File: src/rtl/hippo_mem_initiator.sv
// hippo_mem_initiator: command-driven burst initiator for a single-port BRAM.
// Write bursts sink a valid/ready stream into memory; read bursts prefetch
// into a 2-entry FIFO and return words on a valid/ready stream.
//
// Ports:
//   clk_i, rst_ni          clock, async active-low reset
//   cmd_*                  burst command (valid/ready, write, addr, len)
//   wvalid_i/wready_o/wdata_i   write-data stream
//   rvalid_o/rready_i/rdata_o   read-data stream
//   busy_o, done_o         status (done_o pulses once per burst)
//   mem_addr_o/mem_we_o/mem_wdata_o/mem_rdata_i   BRAM port (1-cycle read)
module hippo_mem_initiator #(
    parameter int DATA_WIDTH = 8,
    parameter int MEM_DEPTH  = 1024,
    parameter int LEN_WIDTH  = 16,
    localparam int AddrWidth = $clog2(MEM_DEPTH)
) (
    input  logic                  clk_i,
    input  logic                  rst_ni,
    input  logic                  cmd_valid_i,
    output logic                  cmd_ready_o,
    input  logic                  cmd_write_i,
    input  logic [AddrWidth-1:0]  cmd_addr_i,
    input  logic [LEN_WIDTH-1:0]  cmd_len_i,
    input  logic                  wvalid_i,
    output logic                  wready_o,
    input  logic [DATA_WIDTH-1:0] wdata_i,
    output logic                  rvalid_o,
    input  logic                  rready_i,
    output logic [DATA_WIDTH-1:0] rdata_o,
    output logic                  busy_o,
    output logic                  done_o,
    output logic [AddrWidth-1:0]  mem_addr_o,
    output logic                  mem_we_o,
    output logic [DATA_WIDTH-1:0] mem_wdata_o,
    input  logic [DATA_WIDTH-1:0] mem_rdata_i
);

    typedef enum logic [1:0] {
        IDLE   = 2'd0,
        WRITE  = 2'd1,
        READ   = 2'd2,
        FINISH = 2'd3
    } state_t;

    state_t                state_q;
    logic [AddrWidth-1:0]  addr_q;
    logic [AddrWidth-1:0]  addr_inc;
    logic [LEN_WIDTH-1:0]  rem_q;
    logic                  inflight_q;

    logic [DATA_WIDTH-1:0] fifo_q [2];
    logic                  wr_ptr_q;
    logic                  rd_ptr_q;
    logic [1:0]            cnt_q;

    logic                  rem_zero;
    logic                  beat;
    logic                  push;
    logic                  pop;
    logic                  issue;
    logic                  rd_drain;
    logic [2:0]            occ;

    // Wrap explicitly so non-power-of-two depths still stay in range.
    assign addr_inc = (addr_q == AddrWidth'(MEM_DEPTH - 1))
                    ? '0 : addr_q + 1'b1;

    assign rem_zero = (rem_q == '0);
    assign beat     = (state_q == WRITE) && wvalid_i;

    assign rvalid_o = (cnt_q != 2'd0);
    assign rdata_o  = fifo_q[rd_ptr_q];
    assign pop      = rvalid_o & rready_i;
    assign push     = inflight_q;

    // Slots committed after this cycle's pop: stored words plus the word
    // already on its way back from memory. Issue only if one stays free.
    assign occ   = {1'b0, cnt_q} + {2'b00, inflight_q} - {2'b00, pop};
    assign issue = (state_q == READ) && !rem_zero && (occ < 3'd2);

    assign rd_drain = rem_zero && !inflight_q
                   && (cnt_q == {1'b0, pop});

    assign cmd_ready_o = (state_q == IDLE);
    assign busy_o      = (state_q != IDLE);
    assign done_o      = (state_q == FINISH);
    assign wready_o    = (state_q == WRITE);

    assign mem_addr_o  = addr_q;
    assign mem_we_o    = beat;
    assign mem_wdata_o = wready_o ? wdata_i : '0;

    always_ff @(posedge clk_i or negedge rst_ni) begin
        if (!rst_ni) begin
            state_q    <= IDLE;
            addr_q     <= '0;
            rem_q      <= '0;
            inflight_q <= 1'b0;
        end else begin
            inflight_q <= issue;
            unique case (state_q)
                IDLE: begin
                    if (cmd_valid_i) begin
                        addr_q <= cmd_addr_i;
                        rem_q  <= cmd_len_i;
                        if (cmd_len_i == '0) begin
                            state_q <= FINISH;
                        end else if (cmd_write_i) begin
                            state_q <= WRITE;
                        end else begin
                            state_q <= READ;
                        end
                    end
                end
                WRITE: begin
                    if (beat) begin
                        addr_q <= addr_inc;
                        rem_q  <= rem_q - 1'b1;
                        if (rem_q == LEN_WIDTH'(1)) begin
                            state_q <= FINISH;
                        end
                    end
                end
                READ: begin
                    if (issue) begin
                        addr_q <= addr_inc;
                        rem_q  <= rem_q - 1'b1;
                    end
                    if (rd_drain) begin
                        state_q <= FINISH;
                    end
                end
                FINISH: begin
                    state_q <= IDLE;
                end
                default: begin
                    state_q <= IDLE;
                end
            endcase
        end
    end

    // Read FIFO: the word fetched last cycle lands here; a push and a pop
    // in the same cycle leave the count unchanged.
    always_ff @(posedge clk_i or negedge rst_ni) begin
        if (!rst_ni) begin
            fifo_q[0] <= '0;
            fifo_q[1] <= '0;
            wr_ptr_q  <= 1'b0;
            rd_ptr_q  <= 1'b0;
            cnt_q     <= 2'd0;
        end else begin
            if (push) begin
                fifo_q[wr_ptr_q] <= mem_rdata_i;
                wr_ptr_q         <= ~wr_ptr_q;
            end
            if (pop) begin
                rd_ptr_q <= ~rd_ptr_q;
            end
            cnt_q <= cnt_q + {1'b0, push} - {1'b0, pop};
        end
    end

endmodule
File: config.mk
export PLATFORM = sky130hd
export DESIGN_NAME = hippo_mem_initiator
export DESIGN_NICKNAME = d
export VERILOG_FILES = /design/src/rtl/hippo_mem_initiator.sv
export SDC_FILE = /design/constraint.sdc
export NUM_CORES = 1
export LEC_CHECK = 0
export ABC_CLOCK_PERIOD_IN_PS = 3700
export CELL_PAD_IN_SITES_DETAIL_PLACEMENT = 0
export CELL_PAD_IN_SITES_GLOBAL_PLACEMENT = 1
export CORE_ASPECT_RATIO = 0.6
export CORE_MARGIN = 2
export CORE_UTILIZATION = 37
export DETAILED_ROUTE_END_ITERATION = 10
export GPL_ROUTABILITY_DRIVEN = 0
export GPL_TIMING_DRIVEN = 1
export HOLD_SLACK_MARGIN = 0.15
export PLACE_DENSITY_LB_ADDON = 0.1
export SLEW_MARGIN = 5
export SYNTH_ARGS = -nofsm -noshare
export SYNTH_HDL_FRONTEND = slang
export SYNTH_SLANG_ARGS = --single-unit
File: constraint.sdc
create_clock -name clk_i -period 3.7 [get_ports clk_i]
set_input_delay 1.11 -clock clk_i [delete_from_list [all_inputs] [get_ports clk_i]]
set_output_delay 1.11 -clock clk_i [all_outputs]
set_load 0.05 [all_outputs]
## Word-level counts from Yosys, hierarchy flattened

Cells that the tools add are included.

| operators by class | value |
|---|---|
| add/sub/neg operators | 6 |
| multipliers | 0 |
| divide/modulo/power cells | 0 |
| order comparisons | 4 |
| equality and inequality tests | 11 |
| shift operators | 0 |
| multiplexer cells | 23 |
| bitwise logic cells | 5 |
| reductions and logical operators | 16 |

Operators by type and width:

| cell | number |
|---|---|
| $mux 16 | 3 |
| $pmux 16 s3 | 1 |
| $mux 10 | 4 |
| $mux 8 | 5 |
| $logic_not 16->1 | 2 |
| $pmux 10 s3 | 1 |
| $bwmux 16 | 1 |
| $eq 16x1->1 const B | 1 |
| $sub 16x1->16 const B | 1 |
| $mux 2 | 6 |
| $add 10x1->10 const B | 1 |
| $eq 10x10->1 const B | 1 |
| $demux 8 s1 | 1 |
| $pmux 2 s4 | 1 |
| $reduce_and 4->1 | 2 |
| $logic_and 1x1->1 | 6 |
| $ne 2x2->1 const B | 3 |
| $eq 2x2->1 const B | 2 |
| $ge 2x2->1 const B | 2 |
| $ne 2x1->1 const B | 2 |
| $not 1->2 | 2 |
| $reduce_bool 2->1 | 2 |
| $add 2x1->3 | 1 |
| $lt 3x2->1 const B | 1 |
| 11 further kinds | 13 |

| storage, ports and cells | value |
|---|---|
| flip-flop bits (word level) | 49 |
| bits in latches | 0 |
| RAM bits | 0 |
| memory bits (read-only) | 0 |
| input port bits | 48 |
| output and inout port bits | 32 |
| logic and storage cells | 74 |
| memories | 0 |

## Logic depth before layout (Yosys ltp)

Gate-level depths: netlist of run 1.

| logic depth | value |
|---|---|
| depth after elaboration | 7 |
| depth in mapped cells | 14 |
| mapped depth without buffers | 12 |

## Worst setup path before layout of run 1

Ideal clock, no wire load.

| timing path | value |
|---|---|
| path kind | input to register |
| from | input rready_i |
| to | register addr_q[7], in the netlist mem_addr_o[7] |
| library setup time | 0.122 ns |
| arrival time | 3.474 ns |
| data required time | 3.578 ns |
| path slack | 0.103 ns |
| cell stages on the path | 11 |
| buffers on the path | 2 |
| path through | and2_1 > ha_1 > inv_1 > ha_1 > fa_1 > nand3b_1 > a221oi_1 > clkbuf_1 > buf_1 > nand3_1 > o2bb2ai_1 |

| between the ends | value |
|---|---|
| longest elaborated chain between the ends | 6 |

RTL lines:

| item | RTL line | RTL |
|---|---|---|
| start, declared | 29 | `input logic rready_i,` |
| $and 1x1->1 | 74 | `assign pop = rvalid_o & rready_i;` |
| $sub 3x1->3 | 79 | `assign occ = {1'b0, cnt_q} + {2'b00, inflight_q} - {2'b00, pop};` |
| net occ[1] | 63 | `logic [2:0] occ;` |
| $lt 3x2->1 | 80 | `assign issue = (state_q == READ) && !rem_zero && (occ < 3'd2);` |
| $logic_and 1x1->1 | 80 |  |
| $ne 2x2->1 (no source line) | n/a |  |
| $reduce_and 4->1 (no source line) | n/a |  |
| end signal, assigned | 105 | `addr_q <= cmd_addr_i;` |
| end signal, assigned | 118 | `addr_q <= addr_inc;` |
| end signal, assigned | 127 | `addr_q <= addr_inc;` |
| end, declared | 47 | `logic [AddrWidth-1:0] addr_q;` |

The timed path passes the listed nets, and every way through them passes these cells.
A chain may end at the register's enable or synchronous reset.

## Worst setup path after layout of run 1

| timing path | value |
|---|---|
| from | input rready_i |
| to | register addr_q[0], in the netlist mem_addr_o[0] |

| between the ends | value |
|---|---|
| longest elaborated chain between the ends | 6 |

RTL lines:

| item | RTL line | RTL |
|---|---|---|
| $and 1x1->1 | 74 |  |
| net pop | 60 | `logic pop;` |
| $sub 3x1->3 | 79 |  |
| net occ[1] | 63 |  |
| $lt 3x2->1 | 80 |  |
| $logic_and 1x1->1 | 80 |  |
| $ne 2x2->1 (no source line) | n/a |  |
| $reduce_and 4->1 (no source line) | n/a |  |

The timed path passes the listed nets, and every way through them passes these cells.

==> results.py, run 1 <==
metrics = {
    "run_status": {
        "status": "finished clean",
    },
    "grt": {
        "grt_pass1_vias": 2616,
        "grt_pass1_wl_um": 14000,
        "use_met2_pct": 27.1,
        "grt_usage_pct": 20.4,
        "grt-busiest-layer": "met1",
        "overflow": 0,
        "grt_start_max_net_pins": 37,
        "met3_usage_pct": 5.12,
        "use_met1_pct": 32.3,
        "antenna_found_initial": 0,
    },
    "sta": {
        "holdWs_ns": 0.500,
        "finClkSkew_ns": 0.00320,
        "rsz0062_at_grt": "no",
        "setup_viol": 0,
        "worst_pin_slew_ns": 1.23,
        "fmax_mhz": 275,
        "maxSlewViolCount": 0,
        "fin_crit_ns": 3.63,
        "slew_headroom_pct": 17.2,
        "period_share_pct": 98.1,
        "finalWorstSetupSlack_ns": 0.0698,
        "fin_setup_tns_ns": 0,
        "hold_violations": 0,
    },
    "final_layout": {
        "layout.nets": 461,
        "diodes": 0,
        "ff_latch_area_mm2": 0.00123,
        "syn_to_final_growth_pct": 40.6,
        "drive_gt1_share_pct": 16.7,
        "n_fill_cell": 751,
        "multi_input_area_mm2": 0.00165,
        "fin_cells": 510,
    },
    "power_and_ir_drop": {
        "p_switching_uw": 2210,
        "p_seq_share_pct": 24.2,
        "swShare_pct": 48.6,
        "internal_power_uw": 2330,
        "power.leakage_uw": 0.00175,
        "power_uw": 4540,
        "power.density_mw_per_mm2": 1080,
        "ir_drop_uv": 465,
        "pwr-share-comb_pct": 65.7,
        "power_frac_clock_pct": 10.1,
    },
    "yosys": {
        "synth-xor-area-share_pct": 0.875,
        "synth-edff-count": 0,
        "async_reset_ff_share_pct": 100,
        "syn-num-nets": 376,
        "netlist_area_mm2": 0.00300,
        "synth_compound_area_share_pct": 19.6,
        "synthSimpleGateAreaFrac_pct": 18.3,
        "yosysUniqueCellTypes": 48,
        "yosysWarnings": 0,
        "ys_seq_area_share_pct": 40.9,
        "ys.flop_type": "dfrtp_1",
        "synth_seq_cells": 49,
        "synthAdderAreaFrac_pct": 5.25,
        "synthMuxAreaShare_pct": 10.1,
        "synth_top_family_by_area": "compound AO/OA/AOI/OAI gates",
        "syn_inst": 316,
        "syn_area_per_cell_um2": 9.50,
    },
    "critical_path": {
        "startpoint_type": "input port",
        "crit_type": "input port to flip-flop",
        "cp-end-kind": "flip-flop",
        "crit_path_max_fanout": 4,
        "worstPathArrival_ns": 3.81,
        "required_ns": 3.88,
    },
    "clock_tree": {
        "numCtsBuffers": 5,
        "cts_tree": "built",
        "clk_path_buf_depth": 2,
        "htreeDepth": 2,
        "clock_latency_ns": 0.29,
        "clkSinkCount": 49,
        "cts_root_buffer": "clkbuf_16",
        "holdBufCountCts": 0,
        "path_clk_slew_ns": 0.07,
    },
    "min_path": {
        "worstHoldPathType": "flip-flop to flip-flop",
    },
    "detailed_routing": {
        "drcViolationCount": 0,
        "drt_iter0_drc": 167,
        "antenna_left": 0,
        "viasPerCell": 5.41,
        "wire_per_inst_um": 16.9,
        "drtPass1Iterations": 4,
        "num_vias": 2759,
        "routed_wl_um": 8630,
    },
    "floorplanning": {
        "core_mm2": 0.00788,
        "die_area_mm2": 0.00887,
        "initial_utilization_pct": 38.1,
        "rows": 25,
        "die_y_um": 73.8,
        "dieWidth_um": 120,
        "io_pins": 80,
    },
    "placed_design": {
        "dp_slack_ns": -0.255,
        "dp_hpwl_um": 6300,
        "port_buffers": 79,
        "placed_cells": 499,
    },
    "flow_run": {
        "cap_violations": 0,
    },
}
[synthesized netlist by cell type, drive strengths merged (4+ instances only)]
cell type,number,share of area (%)
o211ai,4,1.0
nand4,8,1.7
a31oi,15,3.1
nand2,23,2.9
o2bb2ai,5,1.5
nor4,7,2.0
a21oi,18,3.0
nor2,12,1.5
a21o,5,1.3
and2,14,2.9
nor3,5,0.83
mux2,26,9.8
inv,18,2.3
ha,11,4.6
nand3,14,2.3
o21ai,10,1.7
and3,5,1.0
dfrtp,49,41
buf,5,1.0
o22ai,8,1.7
a22o,5,1.5
clkbuf,13,1.6
[worst paths after layout]
kind / slack (ns) / end / startpoint / depth (start not counted)
setup / recovery: 0.07 / mem_addr_o[0] / rready_i / 10
hold / removal: 0.50 / wr_ptr_q / wr_ptr_q / 1
setup reg to reg: 0.66 / mem_addr_o[0] / cnt_q[1] / 11
hold reg to reg: 0.50 / wr_ptr_q / wr_ptr_q / 1
max in group asynchronous: 2.15 / cnt_q[1] / rst_ni / 2
min in group asynchronous: 0.77 / rem_q[6] / rst_ni / 1
[stage by stage]
step	utilization, %	area (um^2)
after floorplan	-	3000
after global placement	51.0	4020
after detailed placement	51.0	4020
after CTS	52.8	4160
after global routing	53.5	4220
final	53.5	4220
[registers in the layout (all words and copies together), names as in the netlist]
| register | count |
|---|---|
| state_q | 2 |
| wr_ptr_q | 1 |
| rem_q | 16 |
| cnt_q | 2 |
| rd_ptr_q | 1 |
| fifo_q | 16 |
| mem_addr_o | 10 |
| inflight_q | 1 |
[layer usage]
metal	up-vias	wire, um
met4	0	60
met3	5	594
met5	-	0
met2	85	3320
met1	1325	4660
li1	1344	-
[final cells by class]
| type | instances | share of cell area, % |
|---|---|---|
| Multi-Input combinational cell | 230 | 39.2 |
| Clock inverter | 1 | 0.178 |
| Inverter | 19 | 1.69 |
| Clock buffer | 7 | 3.14 |
| Sequential cell | 49 | 29.1 |
| Tap cell | 108 | 3.20 |
| Timing Repair Buffer | 96 | 23.5 |
[placed cells by master, fill, tap and decap left out, types with 3 or more instances in the layout]
cell	synthesis	final
clkbuf_16	0	5
o211ai_1	4	4
a41oi_1	3	3
nor4_1	6	6
nand2_1	23	23
a22o_1	5	5
a21oi_1	18	18
ha_1	11	10
a21o_1	5	5
mux2_2	26	26
nor2b_1	3	3
nor3_1	5	5
o21ai_0	10	10
clkdlybuf4s50_1	0	69
inv_1	18	18
nand3_1	14	14
buf_4	0	15
buf_6	1	4
and2_1	14	12
buf_12	0	7
nand2b_1	3	3
o2bb2ai_1	5	5
nor2_1	12	12
nand4_1	8	8
a31oi_1	15	15
and3_1	5	5
xor2_1	3	3
dfrtp_1	49	49
o22ai_1	8	8
[power groups by stage]
| stage | registers, uW | clock network (uW) | logic, uW |
|---|---|---|---|
| 2_1_floorplan | 1190 | 0 | 1870 |
| 3_3_place_gp | 1100 | 0 | 2830 |
| 3_5_place_dp | 1100 | 0 | 2870 |
| 4_1_cts | 1100 | 471 | 2880 |
| 5_1_grt | 1150 | 496 | 3250 |
| 6_report | 1100 | 461 | 2980 |
[critical path, cell delays in order]
cell	delay, ns
clkdlybuf4s50_1	0.40
and2_4	0.14
ha_1	0.28
inv_1	0.06
ha_2	0.16
fa_2	0.43
nand3b_1	0.25
a221oi_4	0.41
and2_4	0.25
mux2_2	0.33
[repair_timing]
item	in CTS	in global routing
endpoints found under the setup margin	0	26
buffers inserted	0	2
resized for setup	0	12
[logic make-up (layout without fill, tap and decap cells)]
family,after synthesis,after routing
xor+xnor,3,3
compound gates,87,87
mux,27,27
simple gates,101,101
flops,49,49
buf+inv,37,123
fa+ha+maj,12,12
Note: power is estimated with default switching activity, not from simulation.
==> inputs of run 2 (changes only) <==
- ABC_AREA: unset -> 1
- CORE_UTILIZATION: 37 -> 35
==> results.py, run 2 <==
metrics = {
    "yosys": {
        "synth-xor-area-share_pct": 0.543,
        "syn-num-nets": 550,
        "async_reset_ff_share_pct": 100,
        "syn_inst": 490,
        "ys_top_cells_by_area": "dfrtp_1, nand2_1, inv_1",
        "yosysUniqueCellTypes": 33,
        "synth-edff-count": 0,
        "netlist_area_mm2": 0.00323,
        "synth.most_common_cell": "nand2_1",
        "synth_common_cells": "nand2_1, inv_1, dfrtp_1",
        "synthAdderAreaFrac_pct": 4.88,
        "synth_seq_cells": 49,
        "synthMuxAreaShare_pct": 0.310,
        "synth_top_family_by_area": "simple AND/OR/NAND/NOR gates",
        "synthSimpleGateAreaFrac_pct": 37.9,
        "syn_area_per_cell_um2": 6.59,
        "synth_compound_area_share_pct": 8.84,
        "ys_seq_area_share_pct": 38.0,
        "ys.flop_type": "dfrtp_1",
        "yosysTopAreaCellShare_pct": 38.0,
        "synth_top_area_cell": "dfrtp_1",
        "yosysWarnings": 0,
    },
    "power_and_ir_drop": {
        "power.density_mw_per_mm2": 1020,
        "ir_drop_uv": 620,
        "power.leakage_uw": 0.00224,
        "power_uw": 4400,
    },
    "critical_path": {
        "r2r_start": "cnt_q[1]",
        "path_buf_inv": 2,
        "startpoint": "state_q[1]",
        "cp-end-kind": "output pin",
        "crit_path_max_fanout": 13,
        "crit_type": "flip-flop to output pin",
        "slowest_delay_ns": 0.90,
        "required_ns": 2.59,
        "worstPathCellList": "inv_1, ha_1, clkdlybuf4s50_1",
        "startpoint_type": "flip-flop",
        "path_delay_family": "buffers and inverters",
        "cp_slowest_cell": "clkdlybuf4s50_1",
        "worstPathArrival_ns": 2.18,
    },
    "detailed_routing": {
        "top_layer_used": "met4",
        "antenna_left": 0,
        "routed-wl-met2_um": 3280,
        "route.met3.wl_um": 665,
        "met1_length_um": 4690,
        "drt_iter0_drc": 207,
        "viasPerCell": 4.72,
        "drtPass1Iterations": 5,
        "wire_per_inst_um": 12.7,
        "routed_wl_um": 8680,
        "num_vias": 3229,
        "drcViolationCount": 0,
    },
    "clock_tree": {
        "clk_path_buf_depth": 2,
        "cts_root_buffer": "clkbuf_16",
        "cts_tree": "built",
        "postCtsSetupBuffers": 0,
        "clkSinkCount": 49,
        "clock_latency_ns": 0.30,
        "numCtsBuffers": 5,
        "path_clk_slew_ns": 0.06,
        "holdBufCountCts": 0,
        "htreeDepth": 2,
        "post_cts_resized": 0,
    },
    "final_layout": {
        "fin_area_mm2": 0.00433,
        "fin_cells": 684,
        "multi_input_area_mm2": 0.00169,
        "layout.nets": 627,
        "layout_commonest_cell": "nand2_1",
        "final_cell_mix": "nand2_1, clkdlybuf4s50_1, inv_1",
        "diodes": 0,
        "n_fill_cell": 943,
        "ff_latch_area_mm2": 0.00123,
        "drive_gt1_share_pct": 6.16,
        "syn_to_final_growth_pct": 34.1,
    },
    "grt": {
        "grt_pass1_wl_um": 14400,
        "grt_start_max_net_pins": 30,
        "antenna_found_initial": 0,
        "grt_usage_pct": 18.4,
        "overflow": 0,
        "grt_pass1_vias": 2925,
    },
    "min_path": {
        "worstHoldPathType": "flip-flop to flip-flop",
        "hp-start": "fifo_q[4]",
    },
    "floorplanning": {
        "io_pins": 80,
        "dieWidth_um": 128,
        "die_y_um": 78.4,
        "initial_utilization_pct": 35.7,
        "core_mm2": 0.00905,
        "rows": 27,
        "die_area_mm2": 0.0100,
    },
    "sta": {
        "fin_crit_ns": 3.29,
        "setup_viol": 0,
        "maxSlewViolCount": 0,
        "fmax_mhz": 304,
        "finClkSkew_ns": 0.0136,
        "worst_pin_slew_ns": 0.999,
        "rsz0062_at_grt": "no",
        "period_share_pct": 89.0,
        "hold_violations": 0,
        "fin_setup_tns_ns": 0,
        "finalWorstSetupSlack_ns": 0.408,
        "slew_headroom_pct": 33.4,
    },
    "placed_design": {
        "placed_cells": 676,
        "dpl_cell_area_mm2": 0.00418,
        "port_buffers": 79,
        "dp_slack_ns": 0.0686,
        "dp_hpwl_um": 6570,
    },
    "flow_run": {
        "cap_violations": 0,
    },
    "run_status": {
        "status": "finished clean",
    },
}
==> run 2: kinds of logic after synthesis <==
kind of cell | count (synthesis)
AOI/OAI and AO/OA | 53
xor gates and xnor gates | 2
adders and majority gates | 12
buffers and inverters | 73
DFF | 49
muxes | 1
and+or+nand+nor | 300
==> run 2: worst paths after layout <==
kind                                 end  slack [ns]  depth (start not counted)
min reg2reg                    fifo_q[4]        0.49                          2
min                            fifo_q[4]        0.49                          2
max reg2reg                     rem_q[5]        1.02                         15
min in group asynchronous  mem_addr_o[1]        0.78                          1
max                             wready_o        0.41                          3
max in group asynchronous      fifo_q[0]        2.16                          2
==> run 2: stage by stage <==
step | hold WS, ns | utilization (%)
global route | 0.525 | 47.8
detailed placement | 0.474 | 46.1
global placement | 0.467 | 46.1
finish | 0.490 | 47.8
CTS | 0.490 | 47.8
floorplan | 0.453 | -
==> run 2: final cells by class <==
cell class	instances	share of cell area (%)
inverter	59	5.17
tap	116	3.35
timing repair buffer	84	20.5
clock buffer	5	2.89
multi-input combinational	368	39.1
sequential	49	28.3
clock inverter	3	0.578
==> run 2: metal layers <==
metal / GRT usage, % / vias up
met5: 0 / -
met4: 2.97 / 0
met3: 4.09 / 6
met2: 25.2 / 91
met1: 29.3 / 1463
li1: - / 1669
==> run 2: power by group <==
group	total [uW]	leakage, uW	switching (uW)	internal (uW)
logic	2860	0.00157	1870	985
registers	1070	0.000602	258	811
clock network	473	0.0000704	218	255
total	4400	0.00224	2350	2050
==> run 2: worst register-to-register path, cell delays in order (launching register included) <==
cell and delay, ns:
dfrtp_1 0.41, inv_1 0.12, nand2_1 0.09, nand2_1 0.09, inv_1 0.05, ha_1 0.27
inv_1 0.05, ha_1 0.20, fa_1 0.47, nor3_1 0.24, nand2_2 0.10, nand2_4 0.09
nand2_8 0.11, inv_4 0.21, nand2_1 0.09, nand2_1 0.06
